--- config.mk ---
export PLATFORM = sky130hd
export DESIGN_NAME = cnt_updown_scan
export DESIGN_NICKNAME = d
export VERILOG_FILES = /design/src/rtl/cnt_scan_pkg.sv /design/src/rtl/seg7_scan_drv.sv /design/src/rtl/cnt_updown_scan.sv
export SDC_FILE = /design/constraint.sdc
export NUM_CORES = 1
export LEC_CHECK = 0
export ABC_AREA = 1
export CAP_MARGIN = 20
export CORE_MARGIN = 1
export CORE_UTILIZATION = 45
export CTS_BUF_LIST = sky130_fd_sc_hd__clkbuf_4 sky130_fd_sc_hd__clkbuf_8
export CTS_CLUSTER_DIAMETER = 60
export DETAILED_ROUTE_END_ITERATION = 8
export HOLD_SLACK_MARGIN = 0.08
export PLACE_DENSITY = 0.69
export REMOVE_ABC_BUFFERS = 1
export SLEW_MARGIN = 5
export SYNTH_ARGS = -nofsm -noshare
export SYNTH_HDL_FRONTEND = slang
export SYNTH_SLANG_ARGS = --single-unit
--- constraint.sdc ---
create_clock -name clk100khz -period 1.6 [get_ports clk100khz]
set_input_delay 0.32 -clock clk100khz [delete_from_list [all_inputs] [get_ports clk100khz]]
set_output_delay 0.32 -clock clk100khz [all_outputs]
set_load 0.005 [all_outputs]
--- src/rtl/cnt_scan_pkg.sv ---
// Shared types, glyph table and width helper for the counter/scan display blocks.
package cnt_scan_pkg;

  typedef logic [3:0] digit_t;

  // Segment glyphs {dp,g,f,e,d,c,b,a} for hex digits 0..F
  localparam logic [7:0] SEG_ROM [16] = '{
    8'h3F, 8'h06, 8'h5B, 8'h4F, 8'h66, 8'h6D, 8'h7D, 8'h07,
    8'h7F, 8'h6F, 8'h77, 8'h7C, 8'h39, 8'h5E, 8'h79, 8'h71
  };

  // Bits needed to hold 0..n-1; never returns less than 1 so counters stay legal
  function automatic int unsigned clog2(input int unsigned n);
    int unsigned r;
    int unsigned v;
    r = 0;
    v = 1;
    while (v < n) begin
      v = v << 1;
      r = r + 1;
    end
    return (r == 0) ? 1 : r;
  endfunction

endpackage

--- src/rtl/seg7_scan_drv.sv ---
// seg7_scan_drv: time-multiplexed 7-segment driver with registered digit select and segments.
// Leading-zero blanking is built in when CNT_UPDOWN_SCAN_BLANK_EN is defined.
module seg7_scan_drv
  import cnt_scan_pkg::*;
#(
  parameter int unsigned DIGITS   = 2,
  parameter int unsigned SCAN_DIV = 100
) (
  input  logic                  clk,
  input  logic                  rst,
  input  logic [4*DIGITS-1:0]   digits,
  output logic [5:0]            scan,
  output logic [7:0]            dout
);

  localparam int unsigned SW = clog2(SCAN_DIV);
  localparam int unsigned IW = clog2(DIGITS);

  logic [SW-1:0] div;
  logic [IW-1:0] idx;
  digit_t        cur_digit_c;
  logic [5:0]    sel_c;
  logic          blank_c;

  // Dwell counter and digit index; index wraps after the last digit
  always_ff @(posedge clk) begin
    if (rst) begin
      div <= '0;
      idx <= '0;
    end else if (div == SW'(SCAN_DIV - 1)) begin
      div <= '0;
      idx <= (idx == IW'(DIGITS - 1)) ? '0 : idx + IW'(1);
    end else begin
      div <= div + SW'(1);
    end
  end

  // Select the active digit value and its one-hot enable
  always_comb begin
    cur_digit_c = '0;
    sel_c       = '0;
    for (int i = 0; i < int'(DIGITS); i++) begin
      if (idx == IW'(i)) begin
        cur_digit_c = digits[4*i +: 4];
        sel_c       = 6'(1) << i;
      end
    end
  end

`ifdef CNT_UPDOWN_SCAN_BLANK_EN
  // Blank a non-zero index when it and every higher digit are zero
  always_comb begin
    blank_c = 1'b0;
    for (int i = 1; i < int'(DIGITS); i++) begin
      if ((idx == IW'(i)) && ((digits >> (4*i)) == '0)) begin
        blank_c = 1'b1;
      end
    end
  end
`else
  assign blank_c = 1'b0;
`endif

  // Register select and segments together so the two never disagree
  always_ff @(posedge clk) begin
    if (rst) begin
      scan <= 6'b000001;
      dout <= SEG_ROM[0];
    end else begin
      scan <= sel_c;
      dout <= blank_c ? 8'h00 : SEG_ROM[cur_digit_c];
    end
  end

endmodule

--- src/rtl/cnt_updown_scan.sv ---
// cnt_updown_scan: N-digit up/down counter stepped by an internal tick or a debounced
// button, driving a multiplexed 7-segment display.
// Define CNT_UPDOWN_SCAN_BLANK_EN for leading-zero blanking on the display.
module cnt_updown_scan
  import cnt_scan_pkg::*;
#(
  parameter int unsigned DIGITS   = 2,
  parameter int unsigned RADIX    = 16,
  parameter int unsigned TICK_DIV = 100000,
  parameter int unsigned DB_DIV   = 10000,
  parameter int unsigned SCAN_DIV = 100
) (
  input  logic                  clk100khz,
  input  logic                  rst,
  input  logic                  en,
  input  logic                  din,
  input  logic                  op,
  input  logic                  ld,
  input  logic [4*DIGITS-1:0]   ld_val,
  output logic [4*DIGITS-1:0]   cnt_val,
  output logic                  wrap,
  output logic                  at_zero,
  output logic [5:0]            scan,
  output logic [7:0]            dout
);

  localparam int unsigned DW   = 4 * DIGITS;
  localparam int unsigned TW   = clog2(TICK_DIV);
  localparam int unsigned BW   = clog2(DB_DIV);
  localparam digit_t      MAXD = 4'(RADIX - 1);

  logic [TW-1:0] tick_div;
  logic          tick_c;
  logic          din_meta;
  logic          din_sync;
  logic [BW-1:0] db_div;
  logic          db_sample_c;
  logic          db_last;
  logic          db_level;
  logic          press;
  logic          step_c;
  logic [DW-1:0] cnt_nxt_c;
  logic          wrap_nxt_c;
  logic          carry_c;
  digit_t        ld_dig_c;

  assign tick_c      = (tick_div == TW'(TICK_DIV - 1));
  assign db_sample_c = (db_div == BW'(DB_DIV - 1));
  assign step_c      = en ? press : tick_c;

  // Free-running count-tick prescaler
  always_ff @(posedge clk100khz) begin
    if (rst || tick_c) begin
      tick_div <= '0;
    end else begin
      tick_div <= tick_div + TW'(1);
    end
  end

  // Button synchroniser, slow sampler and two-sample debounce; press marks the debounced fall
  always_ff @(posedge clk100khz) begin
    if (rst) begin
      din_meta <= 1'b1;
      din_sync <= 1'b1;
      db_div   <= '0;
      db_last  <= 1'b1;
      db_level <= 1'b1;
      press    <= 1'b0;
    end else begin
      din_meta <= din;
      din_sync <= din_meta;
      db_div   <= db_sample_c ? '0 : db_div + BW'(1);
      press    <= 1'b0;
      if (db_sample_c) begin
        db_last <= din_sync;
        if (db_last == din_sync) begin
          db_level <= din_sync;
          press    <= db_level & ~din_sync;
        end
      end
    end
  end

  // Next count: load with per-digit clamp beats a step; up ripples a carry, down saturates at zero
  always_comb begin
    cnt_nxt_c  = cnt_val;
    wrap_nxt_c = 1'b0;
    carry_c    = 1'b1;
    ld_dig_c   = '0;
    if (ld) begin
      for (int i = 0; i < int'(DIGITS); i++) begin
        ld_dig_c = ld_val[4*i +: 4];
        cnt_nxt_c[4*i +: 4] = (ld_dig_c > MAXD) ? MAXD : ld_dig_c;
      end
    end else if (step_c) begin
      if (!op) begin
        for (int i = 0; i < int'(DIGITS); i++) begin
          if (carry_c) begin
            if (cnt_val[4*i +: 4] == MAXD) begin
              cnt_nxt_c[4*i +: 4] = '0;
            end else begin
              cnt_nxt_c[4*i +: 4] = cnt_val[4*i +: 4] + 4'd1;
              carry_c = 1'b0;
            end
          end
        end
        wrap_nxt_c = carry_c;
      end else if (cnt_val != '0) begin
        for (int i = 0; i < int'(DIGITS); i++) begin
          if (carry_c) begin
            if (cnt_val[4*i +: 4] == 4'd0) begin
              cnt_nxt_c[4*i +: 4] = MAXD;
            end else begin
              cnt_nxt_c[4*i +: 4] = cnt_val[4*i +: 4] - 4'd1;
              carry_c = 1'b0;
            end
          end
        end
      end
    end
  end

  // Count register with its wrap pulse and zero flag
  always_ff @(posedge clk100khz) begin
    if (rst) begin
      cnt_val <= '0;
      wrap    <= 1'b0;
      at_zero <= 1'b1;
    end else begin
      cnt_val <= cnt_nxt_c;
      wrap    <= wrap_nxt_c;
      at_zero <= (cnt_nxt_c == '0);
    end
  end

  seg7_scan_drv #(
    .DIGITS   (DIGITS),
    .SCAN_DIV (SCAN_DIV)
  ) u_drv (
    .clk    (clk100khz),
    .rst    (rst),
    .digits (cnt_val),
    .scan   (scan),
    .dout   (dout)
  );

endmodule

Yosys cells after proc, flatten, opt, wreduce, memory -nomap -nowiden

Memory sizes are Yosys's and may differ from the RTL's. A register that Yosys moved wholly into a read port is not among the register bits.
Cells that the tools add are included.

Mux-type cells: 26
Equal/unequal tests: 6
$lt $le $gt $ge: 2
Bitwise logic cells: 7
Reduce and logical (&&, ||, !) cells: 10
$add $sub $neg: 8

Operators with widths:

| kind                                                               | number |
|---|---|
| 4-bit two-way mux                                                  | 9 |
| 8-bit two-way mux                                                  | 4 |
| 17-bit by 1-bit adder with 17-bit output, second input constant    | 1 |
| 17-bit == test, second input constant                              | 1 |
| 14-bit by 1-bit adder with 14-bit output, second input constant    | 1 |
| 14-bit == test, second input constant                              | 1 |
| 1-bit two-way mux                                                  | 12 |
| 4-bit by 1-bit adder with 4-bit output, second input constant      | 2 |
| 4-bit == test, second input constant                               | 2 |
| 4-bit > comparator, second input constant                          | 2 |
| 4-bit zero test                                                    | 2 |
| 8-bit zero test                                                    | 1 |
| 8-bit nonzero test                                                 | 1 |
| 4-bit by 1-bit subtractor with 4-bit output, second input constant | 2 |
| 7-bit by 1-bit adder with 7-bit output, second input constant      | 1 |
| 7-bit == test, second input constant                               | 1 |
| 1-bit inverter                                                     | 5 |
| 4-bit inverter with 5-bit output                                   | 1 |
| 5-bit OR reduction                                                 | 1 |
| 2-bit OR reduction                                                 | 2 |
| 3-bit OR reduction                                                 | 1 |
| 2-bit two-way mux                                                  | 1 |
| 2-bit AND reduction                                                | 1 |
| 1-bit adder, second input constant                                 | 1 |
| 3 further kinds                                                    | 3 |

Memories: 1
Output and inout port bits: 24
Bits of input ports: 14
ROM bits: 128
Bits in registers: 60

Memory list:

| memory          | words | bits a word | read ports | clocked after Yosys merged registers in | wr ports | line                | source |
|---|---|---|---|---|---|---|---|
| (no name shown) | 16    | 8           | 1          | 1                                       | 0        | seg7_scan_drv.sv:71 | `dout <= blank_c ? 8'h00 : SEG_ROM[cur_digit_c];` |

Logic depth before layout (Yosys ltp)

Gate-level depths: netlist of run 1.

Depth after elaboration: 12
Mapped depth: 18

Modules after synthesis

Synthesis of run 1 repeated with hierarchy kept, for this count alone.

Cell total of the unflattened synthesis: 546
Area total of the unflattened synthesis: 3736.1 um2

Modules (own cells, without submodules):

| module          | instances | seq. area each (um2) | cells each | area each (um2) |
|---|---|---|---|---|
| cnt_updown_scan | 1         | 920.9                | 404        | 2657.5 |
| seg7_scan_drv   | 1         | 340.3                | 142        | 1078.5 |

Worst setup path before layout of run 1

No wires, ideal clock.

Kind: flip-flop to flip-flop
From: register cnt_val[0]
To: register u_drv.dout[3]
Data arrival time: 1.615 ns
Stages on the path, launching flop included: 7
Path buffers: 0
Data required time: 1.467 ns
Slack: -0.148 ns
Path through: dfxtp_1 > inv_1 > o21ai_0 > inv_1 > ha_1 > o211ai_1 > nand3_1

Word-level cells in the longest chain between the ends: 2

Ends and longest elaborated chain:

| item                                                   | line                   | source |
|---|---|---|
| start, declared                                        | cnt_updown_scan.sv:20  | `output logic [4*DIGITS-1:0] cnt_val,` |
| start signal, assigned                                 | cnt_updown_scan.sv:130 | `cnt_val <= cnt_nxt_c;` |
| 4-bit two-way mux                                      | seg7_scan_drv.sv:43    | `if (idx == IW'(i)) begin` |
| 4-bit inverter with 5-bit output (implied by the code) | seg7_scan_drv.sv:71    |  |
| end, declared                                          | seg7_scan_drv.sv:13    | `output logic [7:0] dout` |

Every way passes these cells.
A chain may end at the register's enable or synchronous reset.

Worst setup path after layout of run 1

From: register cnt_val[1]
To: register cnt_val[4]

Word-level cells in the longest chain between the ends: 11

Ends and longest elaborated chain:

| item                  | line                   | source |
|---|---|---|
| 4-bit zero test       | cnt_updown_scan.sv:111 | `if (cnt_val[4*i +: 4] == 4'd0) begin` |
| 1-bit two-way mux     | cnt_updown_scan.sv:111 |  |
| 1-bit two-way mux     | cnt_updown_scan.sv:108 | `end else if (cnt_val != '0) begin` |
| 1-bit two-way mux     | cnt_updown_scan.sv:96  | `if (!op) begin` |
| 1-bit two-way mux     | cnt_updown_scan.sv:95  | `end else if (step_c) begin` |
| 1-bit two-way mux     | cnt_updown_scan.sv:90  | `if (ld) begin` |
| 4-bit two-way mux     | cnt_updown_scan.sv:110 | `if (carry_c) begin` |
| 8-bit two-way mux     | cnt_updown_scan.sv:108 |  |
| 8-bit two-way mux (*) | cnt_updown_scan.sv:96  |  |
| 8-bit two-way mux (*) | cnt_updown_scan.sv:95  |  |
| 8-bit two-way mux (*) | cnt_updown_scan.sv:90  |  |

Mark *: on every way between the ends. The rest lies on a longest branch, timed or not. The select of a mux whose other input is x is not followed.

==> results.txt, run 1 <==
- Counting flops with a built-in enable in the synthesized netlist gives 0.
- Critical path peak fanout: 6
- Total routing resource utilization after global routing: 0.233
- Die Outline Area: 0.00800 sq mm
- The worst hold path begins at din_meta$_SDFF_PP1_.
* Number of buffers on the longest clock path: 2
* Final Hold Viols: 0
- Crit path time final: roughly 1.7 ns
* Die Span Y: about 90 microns
* Post-route clock period utilization: 1.09
- CTS Root Buffer Type: sky130_fd_sc_hd__clkbuf_8
- Between clock sinks in the finished design, the worst skew comes to 0.0104 ns.
* Arrival time at the worst endpoint: roughly 2 ns
- The initial utilization of the core area, before any placement, comes to 0.469.
* Placed wire-length estimate after detailed placement: between 6000 and 7000 microns
- STA puts the critical path data required time at 1.88 ns.
- From left edge to right edge, the die measures 89.4 microns.
* I/O pin total: 38
- Crit path kind: reg2reg
* TritonCTS sink count: 63
* Starting DRT DRC Count: 263
- Counting flops with an async set or reset pin after synthesis yields a share of 0.
* Antenna diode instance count: 0
* Highest achievable clock rate: approximately 0.57 GHz
* Detail-routed net length per standard cell: around 13 microns
- Routability-driven placement finished with a final weighted congestion of 0.927.
- Routed Wire Length: approximately 9500 microns
* DR vias: approximately 3700
- In this run the static leakage power is about 2.4 nW.
- Total clock buffers created by CTS: 9
* Count of max-cap constraint violations: 0
* First-pass GRT wire length: 14300 microns
- Core area: about 0.0073 sq mm
- The run finished, with violations left.
- Post-synthesis instance area: 0.00344 sq mm
* Clock tree from TritonCTS: done
- Setup repair after global routing could not meet its margin everywhere.
* Number of setup violations in the final report: 6
- The number of antenna violations at the first check in global routing is 0.
- Post-route DRC violation count: 0
- The H-tree was split into 3 levels.
* Total congestion overflow after global routing: 0
- Synth-to-layout area growth: 51.4%
* Placed cells: a little over 700
- Final antenna-violating net count: 0
- Violated checks: setup timing
- Post-Syn Area per Cell: 6.85 sq um
- PwrDens: ~730 mW/mm^2
- After synthesis the netlist holds a flip-flop and latch count of 63.
* Category of the worst setup path launch point: register
- Vias in the first global route: about 3400
- Number of instances in the synthesized netlist: 502
- Yosys Warn Count: 0
* Clock latency at the later pin of the worst-skew pair: between 0.3 and 0.4 ns
- Pre-Repair DR Iteration Count: 4
* # port buffers: 32
- In the final layout, the share of cells above drive strength 1 is 0.342.
* Number of cells in the finished layout apart from fillers: about 740
- Overall Power: 3.78 mW
- STA classifies the critical path endpoint as a register.
- Net count, final: around 660
- Count of hold buffers inserted by post-cts repair: 0
* Worst reg2reg path startpoint: cnt_val[1]$_SDFF_PP0_
* Startpoint of the most critical setup path: cnt_val[1]$_SDFF_PP0_
* Standard-cell row count: 31
- Final-report max-slew violation count: 0
* Maximum number of pins on one net before global-route repair: 12
- Sum of negative setup slack: -0.574 ns
* Vias per cell: 5.03
* Maximum resistive drop on vdd: around 0.65 mV
- After synthesis, the netlist uses 34 different library cells.
- Worst Slack Setup Final: -0.146 ns
* Worst hold slack across all endpoints: 0.428 ns
- The share of the Yosys chip area taken by registers is 0.367.
* Clock transition at path regs: roughly 0.07 ns
- Most used flip-flop cell after synthesis: sky130_fd_sc_hd__dfxtp_1
- Worst hold-check path type: reg2reg
worst paths after layout:
check / end / slack (ns) / depth (start not counted)
setup / recovery: cnt_val[4]$_SDFF_PP0_ / -0.15 / 15
hold / removal: din_sync$_SDFF_PP1_ / 0.43 / 1
setup reg to reg: cnt_val[4]$_SDFF_PP0_ / -0.15 / 15
hold reg to reg: din_sync$_SDFF_PP1_ / 0.43 / 1
sequential cells by signal (all words and copies together) (netlist names), 2 cells and up:
| register | flops |
|---|---|
| u_drv.dout | 7 |
| u_drv.scan | 2 |
| db_div | 14 |
| u_drv.div | 7 |
| tick_div | 17 |
| cnt_val | 8 |
synthesized netlist by cell type, types with 2 or more instances:
master	number	area (sq um)
sky130_fd_sc_hd__or2_2	6	37.5
sky130_fd_sc_hd__nand3_2	3	30.0
sky130_fd_sc_hd__o21a_1	2	15.0
sky130_fd_sc_hd__nor2_1	70	263
sky130_fd_sc_hd__nand2_2	2	12.5
sky130_fd_sc_hd__nor3_2	2	20.0
sky130_fd_sc_hd__buf_4	5	37.5
sky130_fd_sc_hd__nand2_4	2	22.5
sky130_fd_sc_hd__o211ai_1	7	52.6
sky130_fd_sc_hd__nand3_1	47	235
sky130_fd_sc_hd__o21ai_0	15	75.1
sky130_fd_sc_hd__xor2_1	9	78.8
sky130_fd_sc_hd__a21oi_1	28	140
sky130_fd_sc_hd__inv_1	61	229
sky130_fd_sc_hd__o31ai_1	2	15.0
sky130_fd_sc_hd__nand2_1	114	428
sky130_fd_sc_hd__dfxtp_1	63	1260
sky130_fd_sc_hd__clkbuf_1	5	18.8
sky130_fd_sc_hd__buf_2	4	20.0
sky130_fd_sc_hd__ha_1	14	175
sky130_fd_sc_hd__xnor2_1	4	35.0
sky130_fd_sc_hd__clkinv_1	2	7.51
sky130_fd_sc_hd__nor3b_1	3	22.5
sky130_fd_sc_hd__nor3_1	11	55.1
sky130_fd_sc_hd__nand4_1	12	75.1
cell type report:
class                      instances  area, sq um
clock inverter                     3         42.5
timing repair buffer             132         1120
inverter                          64          246
tap                               99          124
clock buffer                      13          160
multi-input combinational        364         2210
fill                             578         2120
sequential                        63         1300
timing repair inverter             1         3.75
power breakdown:
group          internal [mW]  switching (mW)  leakage, nW
Sequential              1.62          0.0421        0.521
Combinational          0.346           0.345         1.73
Clock                  0.813           0.621        0.104
what timing repair did:
item / in CTS / in global routing
setup buffers: 7 / 8
hold endpoints to repair: 0 / 0
gates resized for setup: 68 / 69
pin swaps: 22 / 29
cloned: 1 / 0
endpoints found under the setup margin: 33 / 35
per-layer routing:
layer / track usage / up-vias / routed length [microns]
met4: 0.0823 / 0 / 209
met3: 0.0582 / 26 / 441
li1: - / 1876 / -
met5: 0 / - / 0
met2: 0.396 / 95 / 4640
met1: 0.285 / 1719 / 4160
through the flow:
stage / setup slack, ns / area [sq um] / util
2_1_floorplan: -0.147 / 3370 / -
3_3_place_gp: -0.262 / 4450 / 0.607
3_5_place_dp: -0.287 / 4450 / 0.607
4_1_cts: -0.128 / 4900 / 0.669
5_1_grt: -0.281 / 5210 / 0.710
6_report: -0.146 / 5210 / 0.710
cell usage in the layout, fill, tap and decap left out, types with 12 or more instances in the layout:
cell and n:
sky130_fd_sc_hd__buf_4 88, sky130_fd_sc_hd__dfxtp_1 47, sky130_fd_sc_hd__nand4_1 12, sky130_fd_sc_hd__nand2_1 106, sky130_fd_sc_hd__nor2_1 53, sky130_fd_sc_hd__inv_1 51, sky130_fd_sc_hd__a21oi_1 23, sky130_fd_sc_hd__nand3_1 34
sky130_fd_sc_hd__clkdlybuf4s50_1 24, sky130_fd_sc_hd__nand3_2 12
critical path: stages, from the launching register on:
cell                      delay (ns)
sky130_fd_sc_hd__dfxtp_4        0.36
sky130_fd_sc_hd__inv_2          0.06
sky130_fd_sc_hd__ha_4           0.15
sky130_fd_sc_hd__nand2_4        0.06
sky130_fd_sc_hd__nor2_4         0.15
sky130_fd_sc_hd__buf_12         0.13
sky130_fd_sc_hd__nand2_1        0.04
sky130_fd_sc_hd__nand2_1        0.05
sky130_fd_sc_hd__nand3_1        0.06
sky130_fd_sc_hd__nand2_1        0.07
sky130_fd_sc_hd__inv_1          0.05
sky130_fd_sc_hd__nand2_1        0.07
sky130_fd_sc_hd__nand3_2        0.07
sky130_fd_sc_hd__buf_4          0.14
sky130_fd_sc_hd__buf_6          0.10
sky130_fd_sc_hd__a21oi_2        0.11
cells by family after synthesis:
| kind of cell | Yosys count | synth area share |
|---|---|---|
| buf+inv | 79 | 0.0953 |
| xor+xnor | 13 | 0.0331 |
| fa+ha+maj | 14 | 0.0509 |
| other cells | 1 | 0.00109 |
| simple gates | 277 | 0.365 |
| flops | 63 | 0.367 |
| compound gates | 55 | 0.0880 |
No activity file was read; power rests on OpenSTA's default activity.
==> run 2: changes to the inputs <==
--- a/config.mk
+++ b/config.mk
@@ -12,9 +12,10 @@
 export CTS_BUF_LIST = sky130_fd_sc_hd__clkbuf_4 sky130_fd_sc_hd__clkbuf_8
 export CTS_CLUSTER_DIAMETER = 60
 export DETAILED_ROUTE_END_ITERATION = 8
+export DONT_BUFFER_PORTS = 1
 export HOLD_SLACK_MARGIN = 0.08
-export PLACE_DENSITY = 0.69
 export REMOVE_ABC_BUFFERS = 1
+export SKIP_CTS_REPAIR_TIMING = 1
 export SLEW_MARGIN = 5
 export SYNTH_ARGS = -nofsm -noshare
 export SYNTH_HDL_FRONTEND = slang
==> run 2 against run 1 <==
Against the previous run:
- the flow still finishes with violations (setup timing)
- sequential share of layout area increased by 2.9 points
- final area decreased by 11%
- combinational power decreased by 23%
- utilization decreased by 7.9 points
- clock power decreased by 3%
- non-clock buffer count decreased by 51
- highest routed layer unchanged
- first-iteration DRC count decreased by 32%
- sequential power about the same
- flip-flop and latch count unchanged
- critical endpoint is now at_zero$_SDFF_PP1_
- count of clock-buffer cells in the layout decreased by 1
- routed wire length decreased by 11%
==> results.txt, run 2 (synthesis gave the netlist of run 1 again) <==
* Startpoint of the most critical setup path: cnt_val[0]$_SDFF_PP0_ (was cnt_val[1]$_SDFF_PP0_)
- Clock power share: 0.387 (was 0.379)
- Combinational Power Share: 0.148 (was 0.183)
* Maximum number of pins on one net before global-route repair: 16 (was 12)
* Internal Power: 2.64 mW (was 2.77 mW)
- Worst clock skew: 0.00562 ns (was 0.0104 ns)
* Fraction of final layout cells sized beyond drive strength 1: 0.298 (was 0.342)
- Violated checks: setup timing (unchanged)
- Final antenna-violating net count: 0 (unchanged)
- Die Span Y: 89.4 microns (unchanged)
- The aggregate global routing overflow came to 0 (unchanged).
- Vias in the first global route: 3029 (was 3350)
* Share of total power consumed by net switching: 0.262 (was 0.266)
- Setup Slack @ Placement: -0.313 ns (was -0.287 ns)
- Result of the run: complete, but fails checks (unchanged).
* Startpoint of the tightest hold check path: rst (was din_meta$_SDFF_PP1_)
* Leakage power summed over all cells: 2.08 nW (was 2.35 nW)
* Pre-Repair DR Iteration Count: 4 (unchanged)
- Arrival time at the worst endpoint: 2.07 ns (was 2.02 ns)
* Initial Utilization: 0.469 (unchanged)
- Placer Congestion: 0.856 (was 0.927)
- The master cell of the clock root buffer was sky130_fd_sc_hd__clkbuf_8 (unchanged).
- The max-cap violation count was 0 (unchanged).
* Total routing resource utilization after global routing: 0.217 (was 0.233)
* PwrDens: 773 mW/mm^2 (was 726 mW/mm^2)
* Final-report max-slew violation count: 0 (unchanged)
* Standard-cell row count: 31 (unchanged)
- Relative slew slack: 0.601
* Total clock buffers created by CTS: 9 (unchanged)
- The number of levels the H-tree was split into was 3 (unchanged).
- The number of flip-flops in the largest register is 17 (unchanged).
- Worst Slack Setup Final: -0.187 ns (was -0.146 ns)
- The clock transition at the register clock pins on the worst setup and hold paths after CTS is 0.07 ns (about the same).
- The type of the most critical hold path was in2reg (was reg2reg).
- Clock tree from TritonCTS: done (unchanged)
- First-pass GRT wire length: 13300 microns (was 14300 microns)
- The I/O pin total came to 38 (unchanged).
* Core area: 0.00733 sq mm (unchanged)
* Number of setup violations in the final report: 8 (was 6)
- Synth-to-layout area growth: 34.6% (was 51.4%)
- The register with the most flip-flops is tick_div (unchanged).
- Commonest cells after routing, fill and taps aside: sky130_fd_sc_hd__nand2_1 (110), sky130_fd_sc_hd__buf_4 (75), sky130_fd_sc_hd__inv_1 (56) (was sky130_fd_sc_hd__nand2_1 (106), sky130_fd_sc_hd__buf_4 (88), sky130_fd_sc_hd__nor2_1 (53)).
- The setup total negative slack is -0.616 ns (was -0.574 ns).
* Die width: 89.4 microns (unchanged)
- Die Outline Area: 0.00800 sq mm (unchanged)
* Regs by FF count: tick_div x17, db_div x14, cnt_val x8 (unchanged)
- Number of buffers on the longest clock path: 2 (unchanged)
- The final hold slack is 0.0894 ns (was 0.428 ns).
- Highest achievable clock rate: 0.560 GHz (was 0.573 GHz)
* Switching power of the nets: 937 uW (was 1.01 mW)
- Antenna diode instance count: 0 (unchanged)
- RSZ-0062 raised after global routing: yes (unchanged).
* DR vias: 3343 (was 3716)
- The required time of the critical path came to 1.88 ns (about the same).
- Crit path kind: reg2reg (unchanged)
* Leading cell type in the layout, fill and taps excluded: sky130_fd_sc_hd__nand2_1 (unchanged)
* Sequential fraction of design power: 0.465 (was 0.438)
* Placed wire-length estimate after detailed placement: 6090 microns (was 6510 microns)
- Vias per cell: 4.87 (was 5.03)
* Final Hold Viols: 0 (unchanged)
- Initial antenna violation count: 0 (unchanged)
- Routed Wire Length: 8460 microns (was 9450 microns)
- Clock latency at the later pin of the worst-skew pair: 0.34 ns (was 0.35 ns)
- Category of the worst setup path capture point: register (unchanged)
- Worst reg2reg path startpoint: cnt_val[0]$_SDFF_PP0_ (was cnt_val[1]$_SDFF_PP0_)
- The post-detailed-route DRC marker count was 0 (unchanged).
- Maximum resistive drop on vdd: 0.597 mV (was 0.655 mV)
* Critical path peak fanout: 8 (was 6)
- The count of nets after finishing was 611 (was 663).
- The final routed wire length divided by cell count is 12.3 microns (was 12.8 microns).
- At the pin with the least slew margin, the transition time is 0.597 ns.
* Post-route clock period utilization: 1.12 (was 1.09)
* TritonCTS sink count: 63 (unchanged)
- The element type at the critical path start is a register (unchanged).
* # port buffers: 0 (was 32)
- The number of violations reported at the end of detailed-routing iteration 0 was 179 (was 263).
* Crit path time final: 1.79 ns (was 1.75 ns)
-- run 2: through the flow --
stage | std cells | total power [mW] | utilization | cell area, sq um
finish | 687 | 3.58 | 0.631 | 4630
global route | 687 | 3.77 | 0.631 | 4630
CTS | 680 | 3.53 | 0.579 | 4240
detailed placement | 664 | 2.14 | 0.552 | 4050
global placement | 664 | 2.14 | 0.552 | 4050
floorplan | 491 | 1.97 | - | 3370
-- run 2: worst max-delay path: stages, from the launching register on --
cell	delay, ns
sky130_fd_sc_hd__dfxtp_4	0.36
sky130_fd_sc_hd__inv_4	0.07
sky130_fd_sc_hd__ha_4	0.14
sky130_fd_sc_hd__nand2_4	0.05
sky130_fd_sc_hd__nor2_4	0.23
sky130_fd_sc_hd__nand2_4	0.11
sky130_fd_sc_hd__nand2_1	0.08
sky130_fd_sc_hd__nor2_1	0.04
sky130_fd_sc_hd__nor2_1	0.15
sky130_fd_sc_hd__nand2_1	0.09
sky130_fd_sc_hd__nand3_2	0.08
sky130_fd_sc_hd__nand2_1	0.06
sky130_fd_sc_hd__nor2_1	0.08
sky130_fd_sc_hd__nand2_1	0.06
sky130_fd_sc_hd__inv_1	0.05
sky130_fd_sc_hd__nand2_1	0.04
sky130_fd_sc_hd__nand2_1	0.04
-- run 2: final cells by class --
| type | count | area [sq um] |
|---|---|---|
| Fill cell | 656 | 2700 |
| Timing Repair Buffer | 81 | 628 |
| Inverter | 64 | 243 |
| Sequential cell | 63 | 1290 |
| Clock buffer | 12 | 153 |
| Clock inverter | 4 | 45.0 |
| Multi-Input combinational cell | 364 | 2150 |
| Tap cell | 99 | 124 |
-- run 2: final timing paths --
path | cells after the start | end | slack, ns
worst min register to register | 1 | din_sync$_SDFF_PP1_ | 0.41
worst min-delay path | 2 | u_drv.dout[5]$_SDFF_PP1_ | 0.09
worst max register to register | 16 | at_zero$_SDFF_PP1_ | -0.19
worst max-delay path | 16 | at_zero$_SDFF_PP1_ | -0.19
-- run 2: power by group through the flow --
stage / combinational (mW) / clock [mW] / sequential [mW]
finish: 0.529 / 1.39 / 1.66
global route: 0.597 / 1.51 / 1.67
CTS: 0.462 / 1.42 / 1.65
detailed placement: 0.459 / 0 / 1.68
global placement: 0.453 / 0 / 1.68
floorplan: 0.278 / 0 / 1.69
-- run 2: metal layers --
metal | global-route usage | up-vias | wire, microns
met2 | 0.353 | 62 | 3970
li1 | - | 1765 | -
met4 | 0.0678 | 0 | 134
met1 | 0.278 | 1502 | 3960
met3 | 0.0628 | 14 | 398
met5 | 0 | - | 0
